## src/rtl/ex_case_decode.sv

```systemverilog
// Registered byte-processing unit: decodes i_addr into an op/argument pair,
// applies the op to i_data and registers the result with a valid strobe.
module ex_case_decode (
    input  logic       sclk,
    input  logic       rst_n,
    input  logic [9:0] i_data,
    input  logic [7:0] i_addr,
    output logic       o_dv,
    output logic [7:0] o_data
);

    typedef enum logic [3:0] {
        OP_PASS  = 4'h0,
        OP_NOT   = 4'h1,
        OP_ADD   = 4'h2,
        OP_SUB   = 4'h3,
        OP_AND   = 4'h4,
        OP_OR    = 4'h5,
        OP_XOR   = 4'h6,
        OP_ROL   = 4'h7,
        OP_ROR   = 4'h8,
        OP_SHL   = 4'h9,
        OP_SHR   = 4'hA,
        OP_REV   = 4'hB,
        OP_SWAP  = 4'hC,
        OP_POP   = 4'hD,
        OP_SATAD = 4'hE,
        OP_HIGH  = 4'hF
    } op_e;

    op_e        op;
    logic [3:0] k;
    logic [2:0] s;
    logic [7:0] x;
    logic [7:0] kk;
    logic       in_valid;

    assign op       = op_e'(i_addr[7:4]);
    assign k        = i_addr[3:0];
    assign s        = i_addr[2:0];
    assign x        = i_data[7:0];
    assign kk       = {k, k};
    assign in_valid = (i_addr != 8'h00);

    logic [7:0]  result;
    logic [15:0] rot;
    logic [8:0]  sat_sum;
    logic [3:0]  pop;
    logic [7:0]  rev;

    // Rotations shift a doubled copy of x so the wrapped bits fall into place.
    always_comb begin
        result  = 8'h00;
        rot     = 16'h0000;
        sat_sum = {1'b0, x} + {1'b0, k, 4'h0};
        pop     = 4'h0;
        rev     = 8'h00;
        for (int i = 0; i < 10; i++) begin
            pop = pop + {3'b000, i_data[i]};
        end
        for (int i = 0; i < 8; i++) begin
            rev[i] = x[7-i];
        end
        case (op)
            OP_PASS:  result = x;
            OP_NOT:   result = ~x;
            OP_ADD:   result = x + {4'h0, k};
            OP_SUB:   result = x - {4'h0, k};
            OP_AND:   result = x & kk;
            OP_OR:    result = x | kk;
            OP_XOR:   result = x ^ kk;
            OP_ROL: begin
                rot    = {x, x} << s;
                result = rot[15:8];
            end
            OP_ROR: begin
                rot    = {x, x} >> s;
                result = rot[7:0];
            end
            OP_SHL:   result = x << s;
            OP_SHR:   result = x >> s;
            OP_REV:   result = rev;
            OP_SWAP:  result = {x[3:0], x[7:4]};
            OP_POP:   result = {4'h0, pop};
            OP_SATAD: result = sat_sum[8] ? 8'hFF : sat_sum[7:0];
            OP_HIGH:  result = i_data[9:2];
            default:  result = 8'h00;
        endcase
    end

    // o_data is held at zero whenever no result is being presented.
    always_ff @(posedge sclk) begin
        if (!rst_n) begin
            o_dv   <= 1'b0;
            o_data <= 8'h00;
        end else begin
            o_dv   <= in_valid;
            o_data <= in_valid ? result : 8'h00;
        end
    end

endmodule

```

## config.mk

```make
export PLATFORM = sky130hd
export DESIGN_NAME = ex_case_decode
export DESIGN_NICKNAME = d
export VERILOG_FILES = /design/src/rtl/ex_case_decode.sv
export SDC_FILE = /design/constraint.sdc
export NUM_CORES = 1
export LEC_CHECK = 0
export ABC_AREA = 1
export BUFFER_PORTS_ARGS = -buffer_cell sky130_fd_sc_hd__buf_2
export CORE_MARGIN = 4
export CORE_UTILIZATION = 66
export DETAILED_ROUTE_END_ITERATION = 8
export GPL_TIMING_DRIVEN = 0
export PLACE_DENSITY = 0.84
export SLEW_MARGIN = 20
export SYNTH_ARGS = -nofsm -noshare
export SYNTH_HDL_FRONTEND = slang
export SYNTH_SLANG_ARGS = --single-unit
```

## constraint.sdc

```tcl
create_clock -name sclk -period 8.4 [get_ports sclk]
set_input_delay 0.42 -clock sclk [delete_from_list [all_inputs] [get_ports sclk]]
set_output_delay 0.42 -clock sclk [all_outputs]
set_load 0.03 [all_outputs]
```

Word level (Yosys, flattened, before mapping)

Index checks and enable logic that the tools add are counted.
W data, S select, Z words.

Flip-flop bits (word level): 9
Memory bits (writable): 0
Input port bits: 20
Output and inout port bits: 9
Memory bits (read-only): 0
Memories: 0
Word-level logic and storage cells: 42
Latch bits: 0

$mul: 0
Reductions and logical operators: 3
Bitwise operators: 4
Shifts and indexed selects: 4
Add/sub/neg operators: 12
Equality and inequality tests: 15
Order comparisons: 0
Divide/modulo/power cells: 0
Multiplexer cells: 2

Operator list:

| kind                 | count |
|---|---|
| $pmux W8 S16         | 1 |
| $eq A4 B4 Y1 const B | 8 |
| $add A4 B1 Y4        | 6 |
| $eq A4 B3 Y1 const B | 4 |
| $shl A16 B3 Y16      | 1 |
| $shr A16 B3 Y8       | 1 |
| $add A8 B8 Y9        | 1 |
| $add A8 B4 Y8        | 1 |
| $and A8 B8 Y8        | 1 |
| $eq A4 B2 Y1 const B | 2 |
| $mux W8              | 1 |
| $not A8 Y8           | 1 |
| $or A8 B8 Y8         | 1 |
| $reduce_bool A8 Y1   | 1 |
| $shl A8 B3 Y8        | 1 |
| $shr A8 B3 Y8        | 1 |
| $sub A8 B4 Y8        | 1 |
| $xor A8 B8 Y8        | 1 |
| $add A3 B1 Y4        | 1 |
| $eq A4 B1 Y1 const B | 1 |
| $logic_not A4 Y1     | 1 |
| $add A2 B1 Y3        | 1 |
| $add A1 B1 Y2        | 1 |
| $reduce_and A2 Y1    | 1 |

Logic depth before layout (Yosys ltp)

Gate-level depths: netlist of run 1.

Word-level depth: 10
Depth in mapped cells: 18
Depth with buffers taken out: 17

Least setup slack after synthesis of run 1

OpenSTA, ideal clock, no wires.

Path type: input-to-reg
From: input port i_data[0]
To: register o_data[1]
Stages: 17
Setup slack: 5.155 ns
Arrival: 3.136 ns
Required time: 8.291 ns
Path buffers: 0
Library setup time: 0.109 ns
Cell sequence: inv_1 > fa_1 > fa_1 > fa_1 > inv_1 > ha_1 > inv_1 > fa_1 > inv_1 > nand2_1 > nand2_1 > nor2_1 > nand3_1 > nor2_1 > nand3_1 > nand2_1 > inv_1

Word-level cells in the longest chain between the ends: 10
Elaborated cells on any way between the ends: 18
Those cells by class: add/sub (12); shift (4); mux (2)

RTL lines:

| item                       | line | source |
|---|---|---|
| start, declared            | 6    | `input logic [9:0] i_data,` |
| $add A1 B1 Y2              | 59   | `pop = pop + {3'b000, i_data[i]};` |
| $add A2 B1 Y3              | 59   |  |
| $add A3 B1 Y4              | 59   |  |
| $add A4 B1 Y4 (6 in a row) | 59   |  |
| $pmux W8 S16 *             | 64   | `case (op)` |
| end signal, assigned       | 98   | `o_data <= in_valid ? result : 8'h00;` |
| end, declared              | 9    | `output logic [7:0] o_data` |

Mark *: on every way between the ends. The rest lies on a longest branch, timed or not.
A chain may end at the register's enable or synchronous reset.

Worst setup path in the final report of run 1

From: input port i_data[1]
To: register o_data[1]

The elaborated chain is that of the path after synthesis.

==> metrics.md, run 1 <==
| Metric | Value |
|---|---|
| Status | finished clean |
| Final Wtd Congestion | 1.042 |
| Crit. End Element | register |
| Critical Path RT | 8.53 ns |
| CP Launch Type | input port |
| Max Fclk | 0.2661 GHz |
| Core Rows | 22 |
| Tmin final | 3.758 ns |
| Worst-Margin Slew | 0.6078 ns |
| Nets@finish | 600 |
| Initial antenna violation count | 0 |
| Total congestion overflow | 0 |
| Vias/cell | 5.948 |
| Reported net switching power | 0.1390 mW |
| Endpoints failing hold | 0 |
| Clock power share | 0.177 |
| Total GRT Usage | 0.3575 |
| Hold WC Path Type | in -> reg |
| Post-Synth Adder-Cell Area | 0.1901 |
| Num CTS Buffers | 3 |
| Distinct cells, synth | 27 |
| Post-route non-filler standard cell count | 591 |
| Fill cell count | 335 |
| P_int | 0.1402 mW |
| Slowest stage cell, crit path | fa_1 |
| Simple-gate share of the synthesized area | 0.5233 |
| Core area | 0.003799 sq mm |
| Root Driver | clkbuf_8 |
| First-pass GRT wire length | 14750 um |
| I/O pin total | 29 |
| Sw frac | 0.4978 |
| Worst-path fanout max | 10 |
| Antenna-violating nets left | 0 |
| Setup bufs post-CTS | 0 |
| Synth-to-layout area growth | 8.947% |
| DRT iter0 DRCs | 620 |
| Most frequent CP cell | inv_1 |
| Power Dens Cells | 95.42 mW/mm^2 |
| Worst vdd ir | 0.00004766 V |
| Number of iterations in the first detailed-routing pass | 6 |
| Placed wire-length estimate | 7101 um |
| Crit path largest cell delay | 0.54 ns |
| Final WL | 9179 um |
| CP startpoint | i_data[1] |
| Starting Density | 0.7069 |
| Compound-Gate Fraction of Synth Area | 0.1011 |
| Clock transition at path regs | 0.04 ns |
| DR DRC count | 0 |
| Synth Cell Area | 0.002685 sq mm |
| Die area | 0.005153 sq mm |
| Post-CTS Hold Fix Bufs | 0 |
| YS warnings | 0 |
| Max-slew headroom | 0.5933 |
| Static Leakage | 1.761 nW |
| Largest family of logic cells by synthesized area | simple AND/OR/NAND/NOR gates |
| Synthesized instance count | 512 |
| Antenna fix cells | 0 |
| Vias in the first global route | 3164 |
| Mapped Nets | 568 |
| Vias | 3515 |
| Pin count of the biggest net entering global routing | 14 |
| Die height | 71.79 um |
| Total clock sinks | 9 |
| Max cap viols | 0 |
| Worst path arrival time | 3.88 ns |
| Sequential share of power | 0.174 |
| Syn avg cell area | 5.244 sq um |
| Register area share after synthesis | 0.06710 |
| CTS tree | done |
| Clock buffer depth | 2 |
| Unrepaired setup endpoints after global routing | no |
| Final setup viols | 0 |
| Placed cell count | 587 |
| Max-slew violations | 0 |
| Crit Path Class | in -> reg |
| CP endpoint | o_data[1] |
| Post-route clock period utilization | 0.4474 |
| Setup TNS | 0 ns |
| H-tree depth | 1 |
| Seq cells post-synth | 9 |
| # port buffers | 27 |
| Die width | 71.79 um |
| Post_cts resized | 0 |
| Comb power frac | 0.648 |
| Routed length per instance | 15.53 um |
| Share of cells above drive strength 1 | 0.09761 |
| Critical path cell sequence | buf_2, inv_1, fa_1, fa_1, fa_1, inv_1, ha_1, inv_1, fa_1, inv_1, nand2_1, nand2_1, nor2_1, nand3_1, nor2_1, nand3_1, nand2_1, inv_1 |
| Xor and xnor area share after synthesis | 0.01305 |
| Mux share of post-synthesis cell area | 0 |
-- metrics by stage --
step	hold WS (ns)	power (mW)	util	cell area, sq um	worst slack [ns]
after floorplan	0.5990	0.1746	-	2685	5.155
after global placement	0.8219	0.2180	0.7582	2880	4.484
after detailed placement	0.8378	0.2238	0.7582	2880	4.482
after CTS	0.6084	0.2732	0.7701	2925	4.707
after global routing	0.6634	0.3019	0.7701	2925	4.508
final	0.6420	0.2791	0.7701	2925	4.642
-- layer usage --
metal / up-vias / track usage / part of all wire
met4: 0 / 0.1649 / 0.049
met5: - / 0 / 0
met3: 55 / 0.06732 / 0.14
met1: 1493 / 0.4648 / 0.39
met2: 286 / 0.5684 / 0.42
li1: 1681 / - / -
-- registers in the layout, summed over array words and instances, names as in the netlist --
signal  count
o_data      8
o_dv        1
-- final cells by class --
cell class / instances / area, sq um / area share
plain buffers: 12 / 61.31 / 0.02096
clock buffers: 4 / 45.04 / 0.01540
inverters: 59 / 221.5 / 0.07571
multi-input cells: 432 / 2222 / 0.7596
flip-flops and latches: 9 / 180.2 / 0.06159
well taps: 48 / 60.06 / 0.02053
repair buffers: 27 / 135.1 / 0.04619
-- worst min path at each step --
stage | from | endpoint | slack (ns) | depth (start not counted)
global route | i_data[6] | o_data[6] | 0.66 | 3
detailed placement | rst_n | o_dv | 0.84 | 3
CTS | rst_n | o_dv | 0.61 | 3
finish | rst_n | o_dv | 0.64 | 3
floorplan | i_data[0] | o_data[0] | 0.60 | 2
global placement | rst_n | o_dv | 0.82 | 3
-- cell usage after synthesis, drive strengths merged --
cell type  number  area, sq um
a21o            1        7.510
a21oi          14        70.07
buf            12        61.31
dfxtp           9        180.2
fa              8        160.2
ha             28        350.3
inv            59        221.5
nand2         198        745.7
nand3          59        295.3
nand3b          3        22.52
nand4           1        6.260
nor2           75        309.0
nor3            4        20.02
o211ai          4        30.03
o21a            1        7.510
o21ai          30        150.1
o22ai           1        6.260
or2             1        6.260
xnor2           1        8.760
xor2            3        26.28
-- critical path: cells and delay by family --
kind	cells	cell delay (ns)
buffers and inverters	6	0.66
AND/OR/NAND/NOR	7	0.73
adder cells (fa/ha/maj)	5	2.08
-- logic make-up (layout without fill, tap and decap cells) --
group,count (synthesis),in the layout
and+or+nand+nor,341,341
buffers and inverters,71,102
adders and majority gates,36,36
xor gates and xnor gates,4,4
DFF,9,9
AOI/OAI and AO/OA,51,51
-- power groups by stage --
stage,Clock [mW],Sequential (mW),Combinational (mW)
global placement,0,0.0491,0.169
floorplan,0,0.0595,0.115
CTS,0.0486,0.0487,0.176
global route,0.0509,0.0491,0.202
detailed placement,0,0.0492,0.175
finish,0.0495,0.0487,0.181
-- cells in the final DEF, fill, tap and decap left out, types with 2 or more instances in the layout --
master / n
inv_2: 3
dfxtp_1: 9
nor2_4: 2
ha_1: 28
o211ai_1: 4
buf_2: 37
nand2_1: 197
nor2_2: 5
o21ai_0: 27
inv_1: 56
nor3_1: 4
xor2_1: 3
a21oi_1: 14
nor2_1: 68
nand3_1: 59
o21ai_1: 3
fa_1: 8
nand3b_1: 3
clkbuf_8: 3
Power figures use the tool's default switching activity.
==> run 2: changes to the inputs <==
--- a/config.mk
+++ b/config.mk
@@ -8,10 +8,10 @@
 export ABC_AREA = 1
 export BUFFER_PORTS_ARGS = -buffer_cell sky130_fd_sc_hd__buf_2
 export CORE_MARGIN = 4
-export CORE_UTILIZATION = 66
+export CORE_UTILIZATION = 55
 export DETAILED_ROUTE_END_ITERATION = 8
 export GPL_TIMING_DRIVEN = 0
-export PLACE_DENSITY = 0.84
+export PLACE_DENSITY = 0.74
 export SLEW_MARGIN = 20
 export SYNTH_ARGS = -nofsm -noshare
 export SYNTH_HDL_FRONTEND = slang
==> constraint.sdc (replaced) <==
create_clock -name sclk -period 3.43 [get_ports sclk]
set_input_delay 0.1715 -clock sclk [delete_from_list [all_inputs] [get_ports sclk]]
set_output_delay 0.1715 -clock sclk [all_outputs]
set_load 0.03 [all_outputs]
==> run 2 against run 1 <==
Clock power is 140% higher; utilization fell by 13 points; via count shrank 0.48%; power rose by 150%; highest routed layer unchanged; cell area is 2.7% higher; die area rose by 18%.
==> metrics.md, run 2 (synthesis results as in run 1) <==
| Metric | Value |
|---|---|
| Status | finished clean (unchanged) |
| Nets@finish | 603 (was 600) |
| DRT iter0 DRCs | 454 (was 620) |
| Vias | 3498 (was 3515) |
| Clock transition at path regs | 0.04 ns (about the same) |
| Max reg flops | 8 (unchanged) |
| CP Launch Type | input port (unchanged) |
| Largest delay share family, worst path | adder cells (unchanged) |
| Initial antenna violation count | 0 (unchanged) |
| Starting Density | 0.5685 (was 0.7069) |
| Max-slew violations | 0 (unchanged) |
| Critical path cell sequence | clkbuf_4, fa_1, inv_1, fa_1, fa_1, inv_1, ha_1, inv_1, fa_1, inv_1, nand2_2, nand2_1, nor2_1, nand3_1, nor2_1, nand3_1, nand2_1, inv_1 (was buf_2, inv_1, fa_1, fa_1, fa_1, inv_1, ha_1, inv_1, fa_1, inv_1, nand2_1, nand2_1, nor2_1, nand3_1, nor2_1, nand3_1, nand2_1, inv_1) |
| Core area | 0.004723 sq mm (was 0.003799 sq mm) |
| Fill cell count | 505 (was 335) |
| Die width | 77.87 um (was 71.79 um) |
| Die area | 0.006064 sq mm (was 0.005153 sq mm) |
| Core Rows | 25 (was 22) |
| Final Util | 0.6358 (was 0.7701) |
| Dpl ws | -0.2700 ns (was 4.482 ns) |
| Met2 GRT Util | 0.5163 (was 0.5684) |
| Total clock sinks | 9 (unchanged) |
| Worst Path Buf+Inv | 6 (unchanged) |
| Worst vdd ir | 0.0001922 V (was 0.00004766 V) |
| Final WL | 9401 um (was 9179 um) |
| Synth-to-layout area growth | 11.84% (was 8.947%) |
| Pin count of the biggest net entering global routing | 14 (unchanged) |
| Total GRT Usage | 0.3165 (was 0.3575) |
| Routed length per instance | 15.34 um (was 15.53 um) |
| First-pass GRT wire length | 15220 um (was 14750 um) |
| Vias/cell | 5.706 (was 5.948) |
| H-tree depth | 1 (unchanged) |
| Most frequent CP cell | inv_1 (unchanged) |
| # port buffers | 27 (unchanged) |
| Static Leakage | 1.772 nW (was 1.761 nW) |
| Power Dens Cells | 228.6 mW/mm^2 (was 95.42 mW/mm^2) |
| Final setup viols | 0 (unchanged) |
| Total chip power | 0.6864 mW (was 0.2791 mW) |
| Unrepaired setup endpoints after global routing | no (unchanged) |
| Most frequent cells in the layout | nand2_1, nor2_1, nand3_1 (unchanged) |
| Number of iterations in the first detailed-routing pass | 5 (was 6) |
| Crit Path Class | in -> reg (unchanged) |
| Tmin final | 3.285 ns |
| I/O pin total | 29 (unchanged) |
| Post-route clock period utilization | 0.9577 |
| Final worst slack | 0.1452 ns (was 4.642 ns) |
| Vias in the first global route | 3144 (was 3164) |
| Setup TNS | 0 ns (unchanged) |
| Placed wire-length estimate | 7350 um (was 7101 um) |
| Worst path arrival time | 3.41 ns (was 3.88 ns) |
| Num CTS Buffers | 3 (unchanged) |
| Register Area | 180.2 sq um (unchanged) |
| Top reg by flops | o_data (unchanged) |
| CTS tree | done (unchanged) |
| Worst-Margin Slew | 0.5464 ns (was 0.6078 ns) |
| Most common cell after layout, fill and taps aside | nand2_1 (unchanged) |
| Top Registers | o_data x8, o_dv x1 (unchanged) |
| M1 GR Usage | 0.4240 (was 0.4648) |
| Placed cell area | 0.002904 sq mm (was 0.002880 sq mm) |
| Max Fclk | 0.3044 GHz |
| Root Driver | clkbuf_8 (unchanged) |
| Share of cells above drive strength 1 | 0.1099 (was 0.09761) |
| Max-slew headroom | 0.6344 (was 0.5933) |
| Final Wtd Congestion | 1.040 (was 1.042) |
| Die height | 77.87 um (was 71.79 um) |
| Worst-path fanout max | 7 (was 10) |
| Antenna-violating nets left | 0 (unchanged) |
| Antenna fix cells | 0 (unchanged) |
| Clock buffer depth | 2 (unchanged) |
| Max cap viols | 0 (unchanged) |
| Hold Path Depth | 3 (unchanged) |
| Slowest stage cell, crit path | fa_1 (unchanged) |
| Hold WC Path Type | in -> reg (unchanged) |
| Worst Hold End | o_data[0] (was o_dv) |
| Final instance area | 0.003003 sq mm (was 0.002925 sq mm) |
| Critical Path RT | 3.56 ns (was 8.53 ns) |
| Met3 Use GR | 0.02784 (was 0.06732) |
| Crit. End Element | register (unchanged) |
| Crit path largest cell delay | 0.55 ns (was 0.54 ns) |
| Endpoints failing hold | 0 (unchanged) |
| Grt peak-use layer | met2 (unchanged) |
| Footprint of the multi-input gates | 0.002225 sq mm (was 0.002222 sq mm) |
| DR DRC count | 0 (unchanged) |
| Total congestion overflow | 0 (unchanged) |
| Hold path startpoint | i_data[0] (was rst_n) |
run 2: cell count changes in the layout (fill, tap and decap cells not counted), sizes merged:
cell      change
clkbuf        +1
buf           +2
clkinvlp      +2
inv           -2
run 2: what timing repair did:
item	in CTS	in global routing
endpoints found under the setup margin	1	2
pin swaps	0	4
gates resized for setup	3	10
hold buffers	0	0
hold endpoints to repair	0	0
buffers inserted	1	2
run 2: stage by stage:
stage | instances | hold slack, ns
6_report | 613 | 0.3167
5_1_grt | 613 | 0.3542
4_1_cts | 611 | 0.3506
3_5_place_dp | 606 | 0.5923
3_3_place_gp | 606 | 0.5981
2_1_floorplan | 512 | 0.3505
run 2: worst max path at each step:
stage                     end  slack, ns  cells past startpoint       from
floorplan           o_data[1]       0.43                     17  i_data[0]
global placement    o_data[1]      -0.25                     18  i_data[0]
detailed placement  o_data[1]      -0.27                     18  i_data[0]
CTS                 o_data[1]      0.002                     18  i_data[3]
global route        o_data[1]      0.002                     18  i_data[5]
finish              o_data[1]       0.15                     18  i_data[5]
run 2: power breakdown:
group / internal [mW] / switching [mW] / leakage [nW] / total, mW
sequential: 0.117 / 0.00196 / 0.0748 / 0.119
clock: 0.0805 / 0.0369 / 0.0228 / 0.117
combinational: 0.152 / 0.299 / 1.67 / 0.450
run 2: layout make-up:
| type | instances | area share |
|---|---|---|
| Buffer | 12 | 0.02042 |
| Clock buffer | 4 | 0.01500 |
| Timing Repair Buffer | 30 | 0.05958 |
| Sequential cell | 9 | 0.06000 |
| Inverter | 59 | 0.07625 |
| Multi-Input combinational cell | 432 | 0.7408 |
| Tap cell | 67 | 0.02792 |
run 2: routing by layer:
metal,part of all wire,up-vias
met5,0,-
met4,0.038,0
met3,0.11,33
met2,0.44,252
met1,0.42,1535
li1,-,1678
run 2: tightest hold or removal path: cells and delay by family:
family | cells | cell delay [ns]
buf+inv | 1 | 0.14
compound gates | 1 | 0.10
simple gates | 1 | 0.09
